==> src/rtl/warp_multiskid.sv <==
// warp_multiskid: multi-lane skid buffer for a dual-issue (or wider) pipeline.
// Each cycle the producer writes up to LANES entries and the consumer removes
// up to LANES entries, strictly in order, through a DEPTH-entry circular store.
//
// Ports:
//   i_clk        clock
//   i_rst        asynchronous active-high reset
//   i_wcount     entries offered this cycle on lanes 0..i_wcount-1
//   i_wdata      write lanes, lane k = [k*WIDTH +: WIDTH]
//   o_wcapacity  entries the producer may write this cycle (registered)
//   o_rcount     valid entries on o_rdata, lanes 0..o_rcount-1
//   o_rdata      read lanes, lane 0 = oldest entry, unused lanes zero
//   i_rconsume   entries the consumer takes this cycle
module warp_multiskid #(
    parameter int unsigned WIDTH = 32,
    parameter int unsigned LANES = 2,
    parameter int unsigned DEPTH = 4,
    localparam int unsigned CW   = $clog2(LANES + 1)
) (
    input  logic                   i_clk,
    input  logic                   i_rst,
    input  logic [CW-1:0]          i_wcount,
    input  logic [LANES*WIDTH-1:0] i_wdata,
    output logic [CW-1:0]          o_wcapacity,
    output logic [CW-1:0]          o_rcount,
    output logic [LANES*WIDTH-1:0] o_rdata,
    input  logic [CW-1:0]          i_rconsume
);

    localparam int unsigned PW       = (DEPTH > 1) ? $clog2(DEPTH) : 1;
    localparam int unsigned OW       = $clog2(DEPTH + 1);
    localparam int unsigned WCAP_MAX = (LANES < DEPTH) ? LANES : DEPTH;

    logic [WIDTH-1:0] mem_q [DEPTH];
    logic [PW-1:0]    head_q, head_d;
    logic [PW-1:0]    tail_q, tail_d;
    logic [OW-1:0]    occ_q, occ_d;
    logic [OW-1:0]    space_d;
    logic [CW-1:0]    wcap_q, wcap_d;
    logic [CW-1:0]    rcount;
    logic [CW-1:0]    wr, rd;

    // Counts and next state. Capacity is derived from the post-update
    // occupancy and registered, so no input reaches an output combinationally.
    always_comb begin
        rcount  = (occ_q > OW'(LANES)) ? CW'(LANES) : CW'(occ_q);
        wr      = (i_wcount > wcap_q) ? wcap_q : i_wcount;
        rd      = (i_rconsume > rcount) ? rcount : i_rconsume;
        occ_d   = occ_q + OW'(wr) - OW'(rd);
        head_d  = PW'((32'(head_q) + 32'(rd)) % DEPTH);
        tail_d  = PW'((32'(tail_q) + 32'(wr)) % DEPTH);
        space_d = OW'(DEPTH) - occ_d;
        wcap_d  = (space_d > OW'(WCAP_MAX)) ? CW'(WCAP_MAX) : CW'(space_d);
    end

    always_ff @(posedge i_clk or posedge i_rst) begin
        if (i_rst) begin
            head_q <= '0;
            tail_q <= '0;
            occ_q  <= '0;
            wcap_q <= CW'(WCAP_MAX);
        end else begin
            head_q <= head_d;
            tail_q <= tail_d;
            occ_q  <= occ_d;
            wcap_q <= wcap_d;
        end
    end

    // Storage is not reset; occupancy alone decides which entries are live.
    always_ff @(posedge i_clk) begin
        for (int unsigned k = 0; k < LANES; k++) begin
            if (k < 32'(wr)) begin
                mem_q[PW'((32'(tail_q) + k) % DEPTH)] <= i_wdata[k*WIDTH +: WIDTH];
            end
        end
    end

    always_comb begin
        o_rdata = '0;
        for (int unsigned k = 0; k < LANES; k++) begin
            if (k < 32'(rcount)) begin
                o_rdata[k*WIDTH +: WIDTH] = mem_q[PW'((32'(head_q) + k) % DEPTH)];
            end
        end
    end

    assign o_wcapacity = wcap_q;
    assign o_rcount    = rcount;

`ifdef WARP_FORMAL
    always_comb begin
        if (!i_rst) begin
            assert (32'(occ_q) <= DEPTH);
            assert (OW'(rcount) <= occ_q);
            assert (32'(wcap_q) + 32'(occ_q) <= DEPTH);
            assert (((32'(tail_q) - 32'(head_q)) % DEPTH) == (32'(occ_q) % DEPTH));
            cover (32'(occ_q) == DEPTH);
            cover (occ_q == '0);
            cover (32'(tail_q) + 32'(wr) >= DEPTH);
            cover ((wr != '0) && (rd != '0));
        end
    end
`endif

endmodule

==> config.mk <==
export PLATFORM = sky130hd
export DESIGN_NAME = warp_multiskid
export DESIGN_NICKNAME = d
export VERILOG_FILES = /design/src/rtl/warp_multiskid.sv
export SDC_FILE = /design/constraint.sdc
export NUM_CORES = 1
export LEC_CHECK = 0
export ABC_AREA = 1
export ABC_CLOCK_PERIOD_IN_PS = 3650
export BUFFER_PORTS_ARGS = -buffer_cell sky130_fd_sc_hd__buf_2
export CAP_MARGIN = 0
export CORE_ASPECT_RATIO = 0.8
export CORE_MARGIN = 2
export CORE_UTILIZATION = 57
export DETAILED_ROUTE_END_ITERATION = 8
export GPL_TIMING_DRIVEN = 0
export PLACE_DENSITY = 0.81
export REMOVE_ABC_BUFFERS = 1
export SLEW_MARGIN = 25
export SYNTH_ARGS = -nofsm -noshare
export SYNTH_HDL_FRONTEND = slang
export SYNTH_SLANG_ARGS = --single-unit
==> constraint.sdc <==
create_clock -name i_clk -period 3.65 [get_ports i_clk]
set_input_delay 0.5475 -clock i_clk [delete_from_list [all_inputs] [get_ports i_clk]]
set_output_delay 0.5475 -clock i_clk [all_outputs]
set_load 0.05 [all_outputs]
Word level (Yosys, flattened, before mapping)
Memories as Yosys holds them, arrays and structs flattened.
Index checks and enable logic that the tools add are counted.
{"block": "totals", "ram_bits": 128, "wordCells": 30, "regBits": 9, "memories": 1}
{"memory": "mem_q", "depth": 4, "width": 32, "read_ports": 2, "rd_clocked_by_memory_dff": 0, "write_ports": 2, "line_no": "34", "text": "logic [WIDTH-1:0] mem_q [DEPTH];"}
{"block": "classes", "muxes": 10, "order_cmp": 8, "add_sub_neg": 7}
{"operator": "$mux 32", "n": 2}
{"operator": "$lt 1x2->1 const A", "n": 4}
{"operator": "$mux 2", "n": 4}
{"operator": "$gt 3x2->1 const B", "n": 2}
{"operator": "$add 2x1->2 const B", "n": 2}
{"operator": "$add 2x2->2", "n": 2}
{"operator": "$gt 2x2->1", "n": 2}
{"operator": "$mux 1", "n": 4}
{"operator": "$add 3x2->3", "n": 1}
{"operator": "$sub 3x2->3", "n": 1}
{"operator": "$sub 3x3->3 const A", "n": 1}

Logic depth before layout (Yosys ltp)
{"block": "logic_depth", "word_depth": 8, "ltp_mapped": 22, "mapped_depth_nobuf": 22}

Worst setup path before layout
Ideal clock, no wire load.
{"block": "synth_path", "kind": "register -> register", "start": "reg occ_q[1]", "end": "reg wcap_q[0] (netlist: o_wcapacity[0])", "setup_slack_ns": 0.460, "stages_incl_launch_ff": 17, "period_less_slack_ns": 3.190, "path_buffers": 0, "setup_ns": 0.121, "required_time_ns": 3.529, "t_arrival_ns": 3.069, "path_cell_list": "dfrtp_1 -> nor2_4 -> nand2_1 -> inv_1 -> ha_1 -> inv_1 -> o22ai_1 -> o21ai_0 -> ha_1 -> inv_1 -> ha_1 -> inv_1 -> fa_1 -> ha_1 -> inv_1 -> o21ai_0 -> nor2_1"}
{"block": "synth_between", "elab_chain_len": 8, "word_cells_on_any_way": 9, "classes_between": "add/sub: 3; order compare: 3; mux: 3"}
{"element": "start: declaration", "line_no": "37", "text": "logic [OW-1:0] occ_q, occ_d;"}
{"element": "start signal: assignment", "line_no": "60", "text": "occ_q <= '0;"}
{"element": "start signal: assignment", "line_no": "65", "text": "occ_q <= occ_d;"}
{"element": "$gt 3x2->1 *", "line_no": "46", "text": "rcount = (occ_q > OW'(LANES)) ? CW'(LANES) : CW'(occ_q);"}
{"element": "$mux 2 *", "line_no": "46"}
{"element": "via o_rcount[0]", "line_no": "25", "text": "output logic [CW-1:0] o_rcount,"}
{"element": "$gt 2x2->1", "line_no": "48", "text": "rd = (i_rconsume > rcount) ? rcount : i_rconsume;"}
{"element": "$mux 2 *", "line_no": "48"}
{"element": "$sub 3x2->3 *", "line_no": "49", "text": "occ_d = occ_q + OW'(wr) - OW'(rd);"}
{"element": "$sub 3x3->3 *", "line_no": "52", "text": "space_d = OW'(DEPTH) - occ_d;"}
{"element": "$gt 3x2->1", "line_no": "53", "text": "wcap_d = (space_d > OW'(WCAP_MAX)) ? CW'(WCAP_MAX) : CW'(space_d);"}
{"element": "$mux 2 *", "line_no": "53"}
{"element": "via wcap_d[0]", "line_no": "39", "text": "logic [CW-1:0] wcap_q, wcap_d;"}
{"element": "end signal: assignment", "line_no": "61", "text": "wcap_q <= CW'(WCAP_MAX);"}
{"element": "end signal: assignment", "line_no": "66", "text": "wcap_q <= wcap_d;"}
{"element": "end: declaration", "line_no": "39"}
Mark *: on every way through the listed nets, which the timed path passes. The rest lies on a longest branch.

Worst setup path after layout
{"block": "layout_path", "start": "reg head_q[1]", "end": "out o_rdata[50]"}
{"block": "layout_between", "elab_chain_len": 3}
{"element": "start: declaration", "line_no": "35", "text": "logic [PW-1:0] head_q, head_d;"}
{"element": "start signal: assignment", "line_no": "58", "text": "head_q <= '0;"}
{"element": "start signal: assignment", "line_no": "63", "text": "head_q <= head_d;"}
{"element": "$add 2x1->2", "line_no": "83", "text": "o_rdata[k*WIDTH +: WIDTH] = mem_q[PW'((32'(head_q) + k) % DEPTH)];"}
{"element": "$mem_v2 4x32"}
{"element": "$mux 32", "line_no": "82", "text": "if (k < 32'(rcount)) begin"}
{"element": "end: declaration", "line_no": "26", "text": "output logic [LANES*WIDTH-1:0] o_rdata,"}
Every way passes these cells.

==> reports/qor.tcl <==
set qor(grt.overflow.total) 0
set qor(grt_pass1_wl_mm) 35.4
set qor(final_max_slew_viol_count) 0
set qor(maximum_number_of_pins_on_one_net_before_global_route_repair) 69
set qor(cts_buffers) 17
set qor(cts_hold_buf) 0
set qor(synth-compound-area-share) 0.247
set qor(detail_route.iter0.violations) 725
set qor(synth_area_leaders) {edfxtp_1 (46%), nand2_1 (10%), o21ai_0 (8.8%), a21oi_1 (4.0%), inv_1 (4.0%)}
set qor(synth-warning-count) 0
set qor(synth.top_cell.area_share) 0.462
set qor(cp_max_fo) 68
set qor(timing.slew.headroom) 0.341
set qor(first_global_vias) 7145
set qor(avgRoutedWirePerCell_microns) 17.7
set qor(dp_hpwl_mm) 13.3
set qor(cts_tree) {built}
set qor(initial_core_util) 0.582
set qor(synth-simple-area-share) 0.142
set qor(antenna_violations_before_repair) 0
set qor(rsz0062_at_grt) {no}
set qor(setup_tns_final_ns) 0
set qor(ys_seq_area_frac) 0.489
set qor(max-clock-path-buffers) 2
set qor(worstSetupEndpointType) {primary output}
set qor(combinational_family_with_the_most_area_after_synthesis) {compound AO/OA/AOI/OAI gates}
set qor(area.growth.synth_to_final_pct) 15.8
set qor(hold_slack_final_ns) 0.0723
set qor(clock_insertion_delay_at_the_later_pin_of_the_skew_report_ns) 0.43
set qor(critical-path-slowest-cell) {dfrtp_4}
set qor(synth_top_cell_by_area) {edfxtp_1}
set qor(status) {finished clean}
set qor(syn_area_sq_um) 8320
set qor(skew_ns) 0.00551
set qor(layout_common_cells) {nand2_1 (223), o21ai_0 (147), buf_2 (137), edfxtp_1 (128), inv_1 (89)}
set qor(route.antenna.remaining_nets) 0
set qor(placeableCoreArea_sq_um) 14300
set qor(die-area_sq_um) 15600
set qor(buffer_ports.inserted) 137
set qor(most_common_library_cell_in_the_layout_ignoring_fill_and_taps) {nand2_1}
set qor(synth_xor_area_frac) 0.00421
set qor(synth_cells) 980
set qor(clock_sink_count) 137
set qor(row_count) 39
set qor(drt_pre_antenna_iters) 6
set qor(post-route-drc-count) 0
set qor(syn-mean-instance-area_sq_um) 8.49
set qor(synth_seq_cells) 137
set qor(worstPathRequired_ns) 3.10
set qor(min-delay-path-class) {in -> async}
set qor(die_h_microns) 112
set qor(highest_clock_rate_mhz) 295
set qor(wire_length_after_detailed_routing_mm) 22.6
set qor(cts_htree_levels) 4
set qor(design.final.nets) 1164
set qor(boundaryPins) 138
set qor(signal_arrival_time_at_the_worst_endpoint_ns) 2.84
set qor(min_period_ns) 3.39
set qor(grt_util_all_layers) 0.295
set qor(final_hold_viol_count) 0
set qor(die_width_microns) 139
set qor(yosys.cell_types.count) 30
set qor(gp_congestion) 0.773
set qor(muxShareOfSynthArea) 0
set qor(cts-root-buf) {clkbuf_16}
set qor(path_buf_inv) 2
set qor(finalCritPeriodShare) 0.929
set qor(cp_cell_sequence) {nor2_4, inv_4, nand2_1, a21oi_1, buf_2}
set qor(vias_per_cell) 5.81
set qor(layout_cell_share_with_drive_strength_beyond_1) 0.226
set qor(via_count) 7425
set qor(timing.critical_path.slowest_cell_delay_ns) 0.95
set qor(clk_pin_slew_worst_paths_ns) 0.06
set qor(worst_slew_pin_slew_ns) 0.988
set qor(final-setup-viol-count) 0
set qor(path_class) {reg -> out}
set qor(synth_fa_ha_area_frac) 0.0219
set qor(num_antenna_cells) 0
set qor(startpoint_types) {flip-flop}
set qor(timing.critical_path.max_delay_family) {flip-flops}
set qor(max-cap-violations) 0
-- area by class of cell --
type / instances / area (sq um)
fillers: 1100 / 4660
flip-flops and latches: 137 / 4080
multi-input cells: 682 / 3510
repair buffers: 148 / 913
clock buffers: 30 / 534
inverters: 94 / 364
well taps: 184 / 230
clock inverters: 2 / 10.0
-- flip-flops by register name, summed over array words and instances (netlist names) --
register     flops
occ_q            3
o_wcapacity      2
mem_q          128
tail_q           2
head_q           2
-- what timing repair did --
item / in CTS / in global routing
gates resized for setup: 0 / 2
buffers inserted: 0 / 3
pin swaps: 2 / 1
cloned: 2 / 0
endpoints found under the setup margin: 35 / 11
-- per-stage QoR --
step / utilization / setup slack (ns) / std cells / instance area, sq um
floorplan: - / -0.105 / 911 / 7880
global placement: 0.615 / -1.84 / 1232 / 8800
detailed placement: 0.633 / -0.245 / 1240 / 9050
CTS: 0.672 / 0.0468 / 1274 / 9610
global route: 0.674 / 0.156 / 1277 / 9640
finish: 0.674 / 0.261 / 1277 / 9640
-- path summary, 6_finish.rpt --
check / from / to / slack (ns) / cells past startpoint
max in group asynchronous: i_rst / o_wcapacity[1]$_DFF_PP1_ / 3.27 / 2
worst min register to register: tail_q[0]$_DFF_PP0_ / tail_q[0]$_DFF_PP0_ / 0.58 / 1
min in group i_clk: i_wdata[7] / mem_q[3][7]$_DFFE_PP_ / 0.43 / 3
worst max-delay path: head_q[1]$_DFF_PP0_ / o_rdata[50] / 0.26 / 5
worst min-delay path: i_rst / occ_q[1]$_DFF_PP0_ / 0.07 / 2
worst max register to register: occ_q[1]$_DFF_PP0_ / o_wcapacity[0]$_DFF_PP0_ / 0.41 / 15
-- layer usage --
| metal | GRT usage | share of wire | vias to the layer above | wire [microns] |
|---|---|---|---|---|
| li1 | - | - | 3554 | - |
| met1 | 0.361 | 0.38 | 3416 | 8690 |
| met2 | 0.509 | 0.49 | 408 | 11100 |
| met3 | 0.0597 | 0.10 | 47 | 2330 |
| met4 | 0.137 | 0.022 | 0 | 498 |
| met5 | 0 | 0 | - | 0 |
-- cell usage after synthesis, drive strengths merged --
library cell / number
inv: 93
o21ai: 225
dfrtp: 8
clkinv: 1
a21oi: 96
fa: 1
dfstp: 1
xor2: 2
buf: 50
nor2: 72
xnor2: 2
o22ai: 1
o211ai: 1
edfxtp: 128
a22oi: 32
clkbuf: 19
nand3: 4
nand2: 231
ha: 13
-- logic make-up after synthesis --
group,after synthesis
fa+ha+maj,14
compound gates,355
buf+inv,163
simple gates,307
xor+xnor,4
flops,137
Power is left out: the tool's default activity adds up to more than one toggle a clock period on the data nets, which glitch-free logic cannot reach.
